--- src/rtl/fifo_rd_packer_pkg.sv ---
// Shared constants and helpers for the FIFO read-side byte packer.
// Module widths are derived from their own parameters; these track the defaults.
package fifo_rd_pkg;

  localparam int DSIZE_DEF       = 8;
  localparam int LANES_DEF       = 4;
  localparam int BURST_WORDS_DEF = 30;

  localparam int LANE_IDX_W = $clog2(LANES_DEF);
  localparam int BCNT_W     = $clog2(BURST_WORDS_DEF);

  // LSB-contiguous mask with 'count' ones; callers cast down to their lane count.
  function automatic logic [31:0] keep_of(input logic [7:0] count);
    if (count >= 8'd32) begin
      return '1;
    end
    return (32'd1 << count) - 32'd1;
  endfunction

endpackage

--- src/rtl/fifo_rd_packer_if.sv ---
// Packed-word output stream: valid/ready with per-lane keep and burst last.
interface fifo_rd_packer_if
  import fifo_rd_pkg::*;
#(
  parameter int DSIZE = DSIZE_DEF,
  parameter int LANES = LANES_DEF
);

  logic [DSIZE*LANES-1:0] m_data;
  logic [LANES-1:0]       m_keep;
  logic                   m_last;
  logic                   m_valid;
  logic                   m_ready;

  modport master (
    output m_data,
    output m_keep,
    output m_last,
    output m_valid,
    input  m_ready
  );

  modport slave (
    input  m_data,
    input  m_keep,
    input  m_last,
    input  m_valid,
    output m_ready
  );

endinterface

--- src/rtl/fifo_rd_packer_lane_acc.sv ---
// Byte accumulator: LANES-1 lane registers, fill index and word-assembly mux.
// The assembled word already includes a byte being popped on the current edge.
module fifo_rd_lane_acc #(
  parameter int DSIZE = 8,
  parameter int LANES = 4
) (
  input  logic                     clk_i,
  input  logic                     rst_n_i,
  input  logic                     pop_i,
  input  logic                     clear_i,
  input  logic [DSIZE-1:0]         rdata_i,
  output logic [$clog2(LANES)-1:0] idx_o,
  output logic [$clog2(LANES):0]   count_o,
  output logic                     complete_o,
  output logic [DSIZE*LANES-1:0]   word_o
);

  localparam int            IW      = $clog2(LANES);
  localparam logic [IW-1:0] TOP_IDX = IW'(LANES - 1);

  logic [DSIZE-1:0] lane_q [LANES-1];
  logic [IW-1:0]    idx_q;
  logic [IW-1:0]    idx_d;

  assign complete_o = pop_i && (idx_q == TOP_IDX);
  assign idx_o      = idx_q;
  assign count_o    = {1'b0, idx_q} + {{IW{1'b0}}, pop_i};

  always_comb begin
    idx_d = idx_q;
    if (clear_i || complete_o) begin
      idx_d = '0;
    end else if (pop_i) begin
      idx_d = idx_q + IW'(1);
    end
  end

  // Lanes at or above idx are stale and masked to zero.
  always_comb begin
    word_o = '0;
    for (int i = 0; i < LANES - 1; i++) begin
      if (IW'(i) < idx_q) begin
        word_o[i*DSIZE +: DSIZE] = lane_q[i];
      end else if ((IW'(i) == idx_q) && pop_i) begin
        word_o[i*DSIZE +: DSIZE] = rdata_i;
      end
    end
    if (complete_o) begin
      word_o[(LANES-1)*DSIZE +: DSIZE] = rdata_i;
    end
  end

  always_ff @(posedge clk_i) begin
    if (!rst_n_i) begin
      idx_q <= '0;
      for (int i = 0; i < LANES - 1; i++) begin
        lane_q[i] <= '0;
      end
    end else begin
      idx_q <= idx_d;
      for (int i = 0; i < LANES - 1; i++) begin
        if (pop_i && (idx_q == IW'(i))) begin
          lane_q[i] <= rdata_i;
        end
      end
    end
  end

endmodule

--- src/rtl/fifo_rd_packer.sv ---
// Drains the fifo1 read port, packs LANES bytes per word and streams them out
// with keep/last; flush emits a partial word and closes the burst.
module fifo_rd_packer
  import fifo_rd_pkg::*;
#(
  parameter int DSIZE       = DSIZE_DEF,
  parameter int LANES       = LANES_DEF,
  parameter int BURST_WORDS = BURST_WORDS_DEF
) (
  input  logic             rclk,
  input  logic             rrst_n,
  input  logic             rempty,
  input  logic [DSIZE-1:0] rdata,
  output logic             rinc,
  input  logic             flush,
  fifo_rd_packer_if.master m,
  output logic [15:0]      words_out
);

  localparam int IW = $clog2(LANES);
  localparam int BW = (BURST_WORDS > 1) ? $clog2(BURST_WORDS) : 1;
  localparam int WW = DSIZE * LANES;

  logic [IW-1:0]    idx;
  logic [IW:0]      count;
  logic             complete;
  logic [WW-1:0]    word;
  logic             acc_clear;

  logic [WW-1:0]    m_data_q,     m_data_d;
  logic [LANES-1:0] m_keep_q,     m_keep_d;
  logic             m_last_q,     m_last_d;
  logic             m_valid_q,    m_valid_d;
  logic [BW-1:0]    bcnt_q,       bcnt_d;
  logic             flush_pend_q, flush_pend_d;
  logic [15:0]      words_out_q,  words_out_d;

  logic             out_free;
  logic             pop;
  logic             hs;
  logic             flush_req;
  logic             emit_now;
  logic             emit_pend;
  logic             load;
  logic             force_last;
  logic [BW-1:0]    bcnt_eff;

  assign out_free = !m_valid_q || m.m_ready;
  assign pop      = rrst_n && !rempty && !flush_pend_q &&
                    ((idx != IW'(LANES - 1)) || out_free);
  assign rinc     = pop;

  fifo_rd_lane_acc #(
    .DSIZE (DSIZE),
    .LANES (LANES)
  ) u_acc (
    .clk_i      (rclk),
    .rst_n_i    (rrst_n),
    .pop_i      (pop),
    .clear_i    (acc_clear),
    .rdata_i    (rdata),
    .idx_o      (idx),
    .count_o    (count),
    .complete_o (complete),
    .word_o     (word)
  );

  always_comb begin
    hs         = m_valid_q && m.m_ready;
    flush_req  = flush && !flush_pend_q && (count != '0);
    emit_now   = flush_req && !complete && out_free;
    emit_pend  = flush_pend_q && out_free;
    load       = complete || emit_now || emit_pend;
    force_last = flush_req || emit_pend;
    acc_clear  = emit_now || emit_pend;

    // Burst position as seen after this edge's handshake, so a word loaded
    // while the previous one is accepted gets the right m_last.
    bcnt_eff = bcnt_q;
    if (hs) begin
      bcnt_eff = m_last_q ? '0 : bcnt_q + BW'(1);
    end

    bcnt_d       = bcnt_eff;
    m_data_d     = m_data_q;
    m_keep_d     = m_keep_q;
    m_last_d     = m_last_q;
    m_valid_d    = m_valid_q && !hs;
    words_out_d  = hs ? words_out_q + 16'd1 : words_out_q;
    flush_pend_d = flush_pend_q;

    if (flush_req && !complete && !out_free) begin
      flush_pend_d = 1'b1;
    end else if (emit_pend) begin
      flush_pend_d = 1'b0;
    end

    if (load) begin
      m_data_d  = word;
      m_keep_d  = LANES'(keep_of(8'(count)));
      m_valid_d = 1'b1;
      m_last_d  = force_last || (bcnt_eff == BW'(BURST_WORDS - 1));
      if (force_last) begin
        bcnt_d = '0;
      end
    end
  end

  always_ff @(posedge rclk) begin
    if (!rrst_n) begin
      m_data_q     <= '0;
      m_keep_q     <= '0;
      m_last_q     <= 1'b0;
      m_valid_q    <= 1'b0;
      bcnt_q       <= '0;
      flush_pend_q <= 1'b0;
      words_out_q  <= '0;
    end else begin
      m_data_q     <= m_data_d;
      m_keep_q     <= m_keep_d;
      m_last_q     <= m_last_d;
      m_valid_q    <= m_valid_d;
      bcnt_q       <= bcnt_d;
      flush_pend_q <= flush_pend_d;
      words_out_q  <= words_out_d;
    end
  end

  assign m.m_data   = m_data_q;
  assign m.m_keep   = m_keep_q;
  assign m.m_last   = m_last_q;
  assign m.m_valid  = m_valid_q;
  assign words_out  = words_out_q;

endmodule

--- src/flat_wrapper.sv ---
// flat-port wrapper written by rule: the top's interface ports become plain ports
module fifo_rd_packer_flat import fifo_rd_pkg::*;
#(
  parameter int DSIZE       = DSIZE_DEF,
  parameter int LANES       = LANES_DEF,
  parameter int BURST_WORDS = BURST_WORDS_DEF
)
  (rclk, rrst_n, rempty, rdata, rinc, flush, words_out, m_m_data, m_m_keep, m_m_last, m_m_valid, m_m_ready);
  fifo_rd_packer_if #(.DSIZE(DSIZE), .LANES(LANES)) m_i ();
  input  logic rclk;
  input  logic rrst_n;
  input  logic rempty;
  input  logic [DSIZE-1:0] rdata;
  output logic rinc;
  input  logic flush;
  output logic [15:0] words_out;
  output wire logic [$bits(m_i.m_data)-1:0] m_m_data;
  output wire logic [$bits(m_i.m_keep)-1:0] m_m_keep;
  output wire logic [$bits(m_i.m_last)-1:0] m_m_last;
  output wire logic [$bits(m_i.m_valid)-1:0] m_m_valid;
  input wire logic [$bits(m_i.m_ready)-1:0] m_m_ready;
  assign m_m_data = m_i.m_data;
  assign m_m_keep = m_i.m_keep;
  assign m_m_last = m_i.m_last;
  assign m_m_valid = m_i.m_valid;
  assign m_i.m_ready = m_m_ready;
  fifo_rd_packer #(.DSIZE(DSIZE), .LANES(LANES), .BURST_WORDS(BURST_WORDS)) u_core (.rclk(rclk), .rrst_n(rrst_n), .rempty(rempty), .rdata(rdata), .rinc(rinc), .flush(flush), .m(m_i), .words_out(words_out));
endmodule
--- config.mk ---
export PLATFORM = sky130hd
export DESIGN_NAME = fifo_rd_packer_flat
export DESIGN_NICKNAME = d
export VERILOG_FILES = /design/src/rtl/fifo_rd_packer_pkg.sv /design/src/rtl/fifo_rd_packer_if.sv /design/src/rtl/fifo_rd_packer_lane_acc.sv /design/src/rtl/fifo_rd_packer.sv /design/src/flat_wrapper.sv
export SDC_FILE = /design/constraint.sdc
export NUM_CORES = 1
export LEC_CHECK = 0
export ABC_AREA = 1
export BUFFER_PORTS_ARGS = -buffer_cell sky130_fd_sc_hd__buf_4
export CAP_MARGIN = 5
export CORE_MARGIN = 3
export CORE_UTILIZATION = 45
export DETAILED_ROUTE_END_ITERATION = 16
export PLACE_DENSITY = 0.66
export REMOVE_ABC_BUFFERS = 1
export SYNTH_ARGS = -nofsm -noshare
export SYNTH_HDL_FRONTEND = slang
export SYNTH_SLANG_ARGS = --single-unit
--- constraint.sdc ---
create_clock -name rclk -period 5.36 [get_ports rclk]
set_input_delay 0.536 -clock rclk [delete_from_list [all_inputs] [get_ports rclk]]
set_output_delay 0.536 -clock rclk [all_outputs]
set_load 0.02 [all_outputs]
# After elaboration in Yosys (flattened, before gate mapping)
# Memory sizes are Yosys's and may differ from the RTL's.
# Index checks and enable logic that the tools add are counted.
# classes
addsub,5
order_cmp,3
eq_ne,7
shifts,1
muxes,27
bitwise_logic,4
reduce_logical,35
# ops
cell,count
8-bit two-way mux,10
5-bit two-way mux,4
1-bit logical AND,17
16-bit by 1-bit adder with 16-bit output (second input constant),1
1-bit two-way mux,13
1-bit logical OR,8
1-bit logical NOT,6
5-bit by 1-bit adder with 5-bit output (second input constant),1
5-bit == test (second input constant),1
2-bit == test (second input constant),2
1-bit by 2-bit < comparator with 1-bit output (first input constant),2
1-bit by 3-bit left shift with 4-bit output (first input constant),1
4-bit by 1-bit subtractor with 4-bit output (second input constant),1
2-bit by 1-bit adder with 3-bit output,1
1-bit bitwise OR,3
3-bit nonzero test,1
2-bit by 1-bit adder with 2-bit output (second input constant),1
1-bit by 2-bit == test with 1-bit output (first input constant),1
2-bit by 1-bit == test with 1-bit output (second input constant),1
2-bit == test (first input constant),1
2-bit logical NOT,1
2-bit < comparator (first input constant),1
2-bit != test (second input constant),1
2-bit nonzero test,1
other kinds (2),2
# word_totals
register_bits,62
mem_bits_rw,24
in_bits,13
output_inout_bits,55
elab_cells,91
mem_count,1
# memory_table
name,words,width,rd,rd_clocked_by_memory_dff,write_ports,line_no,text
u_core.u_acc.lane_q,3,8,3,0,3,fifo_rd_packer_lane_acc.sv:21,logic [DSIZE-1:0] lane_q [LANES-1];

# Depth between registers and ports, before layout
# logic_depth
depth_word,12
depth_mapped,16
depth_no_buf,15

# Cells and area by module
# Synthesis repeated with hierarchy kept, for this count alone.
# unflattened
hier_cells,491
hier_area_um2,3972.6
# modules_own_cells
module,n_inst,cells_per_inst,area_each_um2,seq_area_each_um2
fifo_rd_packer,1,347,2558.7,1201.2
fifo_rd_lane_acc,1,144,1413.9,760.7

# Least setup slack after synthesis
# No wires, ideal clock.
# synth_path
kind,input port to flip-flop
startpoint,input port m_m_ready
endpoint,"register u_core.m_data_q[10], in the netlist u_core.m.m_data[10]"
setup_time_ps,116
arrival_time_ps,2456
required_time_ps,5244
slack_ps,2788
cell_stages,15
n_path_buf,1
path_cell_list,nor2_1 nand2_1 nand2_2 inv_1 ha_1 ha_1 nor2_2 nand2_1 nand3_1 nand2_1 nor2_2 inv_2 buf_2 o21ai_0 nor2_1
# synth_via
elab_chain_cells,10
elab_cells_between_ends,16
cone_classes,add/sub: 1; mux: 2; reduce/logical: 13
# synth_rtl
element,line_no,text
start: declaration,flat_wrapper.sv:21,input wire logic [$bits(m_i.m_ready)-1:0] m_m_ready;
1-bit logical OR *,fifo_rd_packer.sv:48,assign out_free = !m_valid_q || m.m_ready;
1-bit logical OR *,fifo_rd_packer.sv:50,((idx != IW'(LANES - 1)) || out_free);
1-bit logical AND *,fifo_rd_packer.sv:49,assign pop = rrst_n && !rempty && !flush_pend_q &&
named net rinc,flat_wrapper.sv:14,output logic rinc;
2-bit by 1-bit adder with 3-bit output,fifo_rd_packer_lane_acc.sv:27,"assign count_o = {1'b0, idx_q} + {{IW{1'b0}}, pop_i};"
3-bit nonzero test,fifo_rd_packer.sv:70,flush_req = flush && !flush_pend_q && (count != '0);
1-bit logical AND,fifo_rd_packer.sv:70,
1-bit logical AND (2 in series),fifo_rd_packer.sv:71,emit_now = flush_req && !complete && out_free;
1-bit logical OR (2 in series),fifo_rd_packer.sv:73,load = complete || emit_now || emit_pend;
end signal: assignment,fifo_rd_packer.sv:119,m_data_q <= m_data_d;
end: declaration,fifo_rd_packer.sv:30,"logic [WW-1:0] m_data_q, m_data_d;"
# The timed path passes the listed nets; every way through them passes the cells marked *.
# A chain may end at the register's enable or synchronous reset.

# Worst setup path after layout
# layout_path
startpoint,"register u_core.u_acc.idx_q[1], in the netlist u_core.u_acc.idx_o[1]"
endpoint,"register u_core.m_data_q[14], in the netlist u_core.m.m_data[14]"
# layout_via
elab_chain_cells,10
elab_cells_between_ends,18
cone_classes,add/sub: 1; order compare: 1; eq/ne: 3; mux: 2; reduce/logical: 11
# layout_rtl
element,line_no,text
start: declaration,fifo_rd_packer_lane_acc.sv:22,logic [IW-1:0] idx_q;
start signal: assignment,fifo_rd_packer_lane_acc.sv:60,idx_q <= idx_d;
2-bit != test,fifo_rd_packer.sv:50,
1-bit logical OR,fifo_rd_packer.sv:50,
1-bit logical AND,fifo_rd_packer.sv:49,
2-bit by 1-bit adder with 3-bit output,fifo_rd_packer_lane_acc.sv:27,
3-bit nonzero test,fifo_rd_packer.sv:70,
1-bit logical AND,fifo_rd_packer.sv:70,
1-bit logical AND (2 in series),fifo_rd_packer.sv:71,
1-bit logical OR (2 in series),fifo_rd_packer.sv:73,
# Several ways; a longest one is shown, not always the timed one.

==> impl_metrics.csv <==
group,metric,value,unit
run_status,status,"finished, final reports clean",
grt,grt_max_degree,42,
worst_setup_path,worstPathRequired,5.60,ns
power_and_ir_drop,ir_drop,0.000171,V
clocking,ctsResizeCount,0,
timing,tightest_slew,1.23,ns
placement,io_buffers,67,
job,drv_cap,0,
synth,synth_area_leaders,"dfxtp_1 32%, edfxtp_1 19%, nand2_1 15%",
synth,synth_seq_cells,86,
floorplan,pin_count,68,
drt,wire_per_inst,13.2,um
timing,finalSetupTns,0,ns
power_and_ir_drop,power_leakage,2.04,nW
timing,max_freq,0.254,GHz
clocking,tritoncts,"done",
placement,hpwl,6520,um
floorplan,core,8260,sq um
timing,grt_setup_unrepaired,"no",
timing,slew_viol_final,0,
clocking,cts.clk_slew.worst_paths,0.09,ns
cells_and_area,fin_nets,598,
timing,skew,0.0113,ns
floorplan,std_cell_rows,33,
timing,layout_min_cycle_time,3.93,ns
drt,totalWireLength,9070,um
clocking,cts_buffers,9,
placement,routabilityCongestion,0.803,
synth,synth.distinct_cells,25,
cells_and_area,drive_gt1_share,16.4,%
worst_setup_path,worstPathArrival,4.18,ns
worst_setup_path,startpoint_type,"flip-flop",
cells_and_area,final_cell_mix,"153 x nand2_1, 78 x nor2_1, 69 x buf_4",
drt,ant_nets,0,
floorplan,die_x,98.6,um
worst_setup_path,endpoint_kind,"flip-flop",
cells_and_area,num_antenna_cells,0,
min_path,hold_path.class,"reg -> reg",
drt,drt_iter0_drc,163,
timing,max_slew_margin,17.2,%
grt,antenna_found_initial,0,
synth,netlist_instances,513,
timing,finalCritPeriodShare,73.4,%
worst_setup_path,critPathSlowestCell,"dfxtp_1",
grt,track_usage,19.1,%
synth,synth_area_leader_cell,"dfxtp_1",
worst_setup_path,crit_type,"reg -> reg",
grt,grt_pass1_wl,15100,um
worst_setup_path,cp_cell_sequence,"ha_1, nand2_1, nand2_2, inv_1, ha_1, ha_1, nor2_2, nand2_1, nand3_1, nand2_1, nor2_2, inv_2, o21ai_0, nor2_1",
clocking,clock_sinks,86,
synth,yosysTopAreaCellShare,32.2,%
worst_setup_path,r2r_slack,1.43,ns
timing,hold_viol,0,
grt,first_global_vias,3156,
synth,ys.warnings.count,0,
drt,viasPerCell,5.02,
drt,drc,0,
clocking,clk_latency,0.35,ns
power_and_ir_drop,power.density,286,nW/um^2
clocking,cts_buffer_depth,2,
worst_setup_path,path_max_fanout,26,
synth,yosysSeqAreaShare,50.9,%
worst_setup_path,crit_buf_inv,2,
worst_setup_path,crit_family,"simple AND/OR/NAND/NOR gates",
cells_and_area,postLayoutCoreUtil,56.0,%
floorplan,start_util,46.7,%
floorplan,fp.dieH,98.6,um
drt,dr.pass1.iters,5,
grt,overflow,0,
floorplan,dieArea,9710,sq um
worst_setup_path,max_stage_delay,0.65,ns
synth,syn_avg_cell_area,7.51,sq um
timing,setup_viol,0,
clocking,cts_setup_buffers,0,
drt,via_count,3445,
clocking,clock-root-buffer,"clkbuf_8",
clocking,cts_hold_buf,0,
cells_and_area,layout_commonest_cell,"nand2_1",
cells_and_area,syn2layout_area_growth,20.0,%
clocking,htreeDepth,3,
synth,syn-cell-area,3850,sq um
routing by layer:
metal,global-route usage [%],part of all wire [%]
met1,24.9,47
met2,31.6,47
met4,7.25,1.7
met5,0,0
met3,3.75,4.5
final timing paths:
kind | from | end | cells after the start
max | u_core.u_acc.idx_o[1]$_SDFFE_PP0N_ | u_core.m.m_data[14]$_SDFFE_PN0P_ | 14
min | u_core.m.m_data[13]$_SDFFE_PN0P_ | u_core.m.m_data[13]$_SDFFE_PN0P_ | 2
max reg2reg | u_core.u_acc.idx_o[1]$_SDFFE_PP0N_ | u_core.m.m_data[14]$_SDFFE_PN0P_ | 14
min reg2reg | u_core.m.m_data[13]$_SDFFE_PN0P_ | u_core.m.m_data[13]$_SDFFE_PN0P_ | 2
worst reg2reg max path, cell delays in order (launching register included):
cell and delay, ns:
dfxtp_1 0.65, ha_1 0.57, nand2_1 0.14, nand2_2 0.18, inv_1 0.12, ha_1 0.19
ha_1 0.30, nor2_2 0.12, nand2_1 0.11, nand3_1 0.10, nand2_1 0.08, nor2_2 0.56
inv_2 0.38, o21ai_0 0.26, nor2_1 0.06
sequential cells by signal (all words and copies together), names as in the netlist:
| register | cells |
|---|---|
| u_core.bcnt_q | 5 |
| u_core.flush_pend_q | 1 |
| u_core.m.m_data | 32 |
| u_core.m.m_keep | 4 |
| u_core.m.m_last | 1 |
| u_core.m.m_valid | 1 |
| u_core.u_acc.idx_o | 2 |
| u_core.u_acc.lane_q | 24 |
| u_core.words_out | 16 |
cell families after synthesis:
kind of cell               count (synthesis)  share of synthesized area [%]
AOI/OAI and AO/OA                         68                           9.02
xor gates and xnor gates                   2                          0.454
adders and majority gates                  9                           2.92
buffers and inverters                     65                           6.72
DFF                                       86                           50.9
and+or+nand+nor                          283                           30.0
where the power goes:
group	internal [mW]	switching [mW]
combinational	0.0475	0.0976
clock	0.221	0.246
sequential	0.698	0.0133
total	0.966	0.356
through the flow:
step	area [sq um]	total power, mW	hold WS (ns)	setup WS, ns	instances
5_1_grt	4630	1.38	0.491	0.916	686
6_report	4630	1.32	0.474	1.43	686
3_3_place_gp	4430	0.870	0.457	1.61	670
2_1_floorplan	3780	0.809	0.493	1.59	496
3_5_place_dp	4430	0.873	0.462	1.45	670
4_1_cts	4630	1.33	0.476	1.40	686
cell usage after synthesis:
library cell    n
o21bai_1        2
inv_2           2
xor2_1          1
nand4_1         4
nor2_1         78
nor3_2          1
nor3_1          6
dfxtp_1        62
edfxtp_1       24
buf_4           2
nand3_1        34
buf_1           1
o21ai_0        36
nor2_2          5
nand2_2         1
a21oi_1        29
buf_2           6
xnor2_1         1
clkbuf_1        8
clkinv_1        1
a211oi_1        1
nor3_4          1
ha_1            9
nand2_1       153
inv_1          45
area by class of cell:
cell class              instances  area, sq um
well taps                     105          131
fillers                       827         3630
repair buffers                 69          518
inverters                      48          180
clock buffers                   9          124
flip-flops and latches         86         1960
multi-input cells             362         1630
clock inverters                 7         77.6
Power figures use the tool's default switching activity.
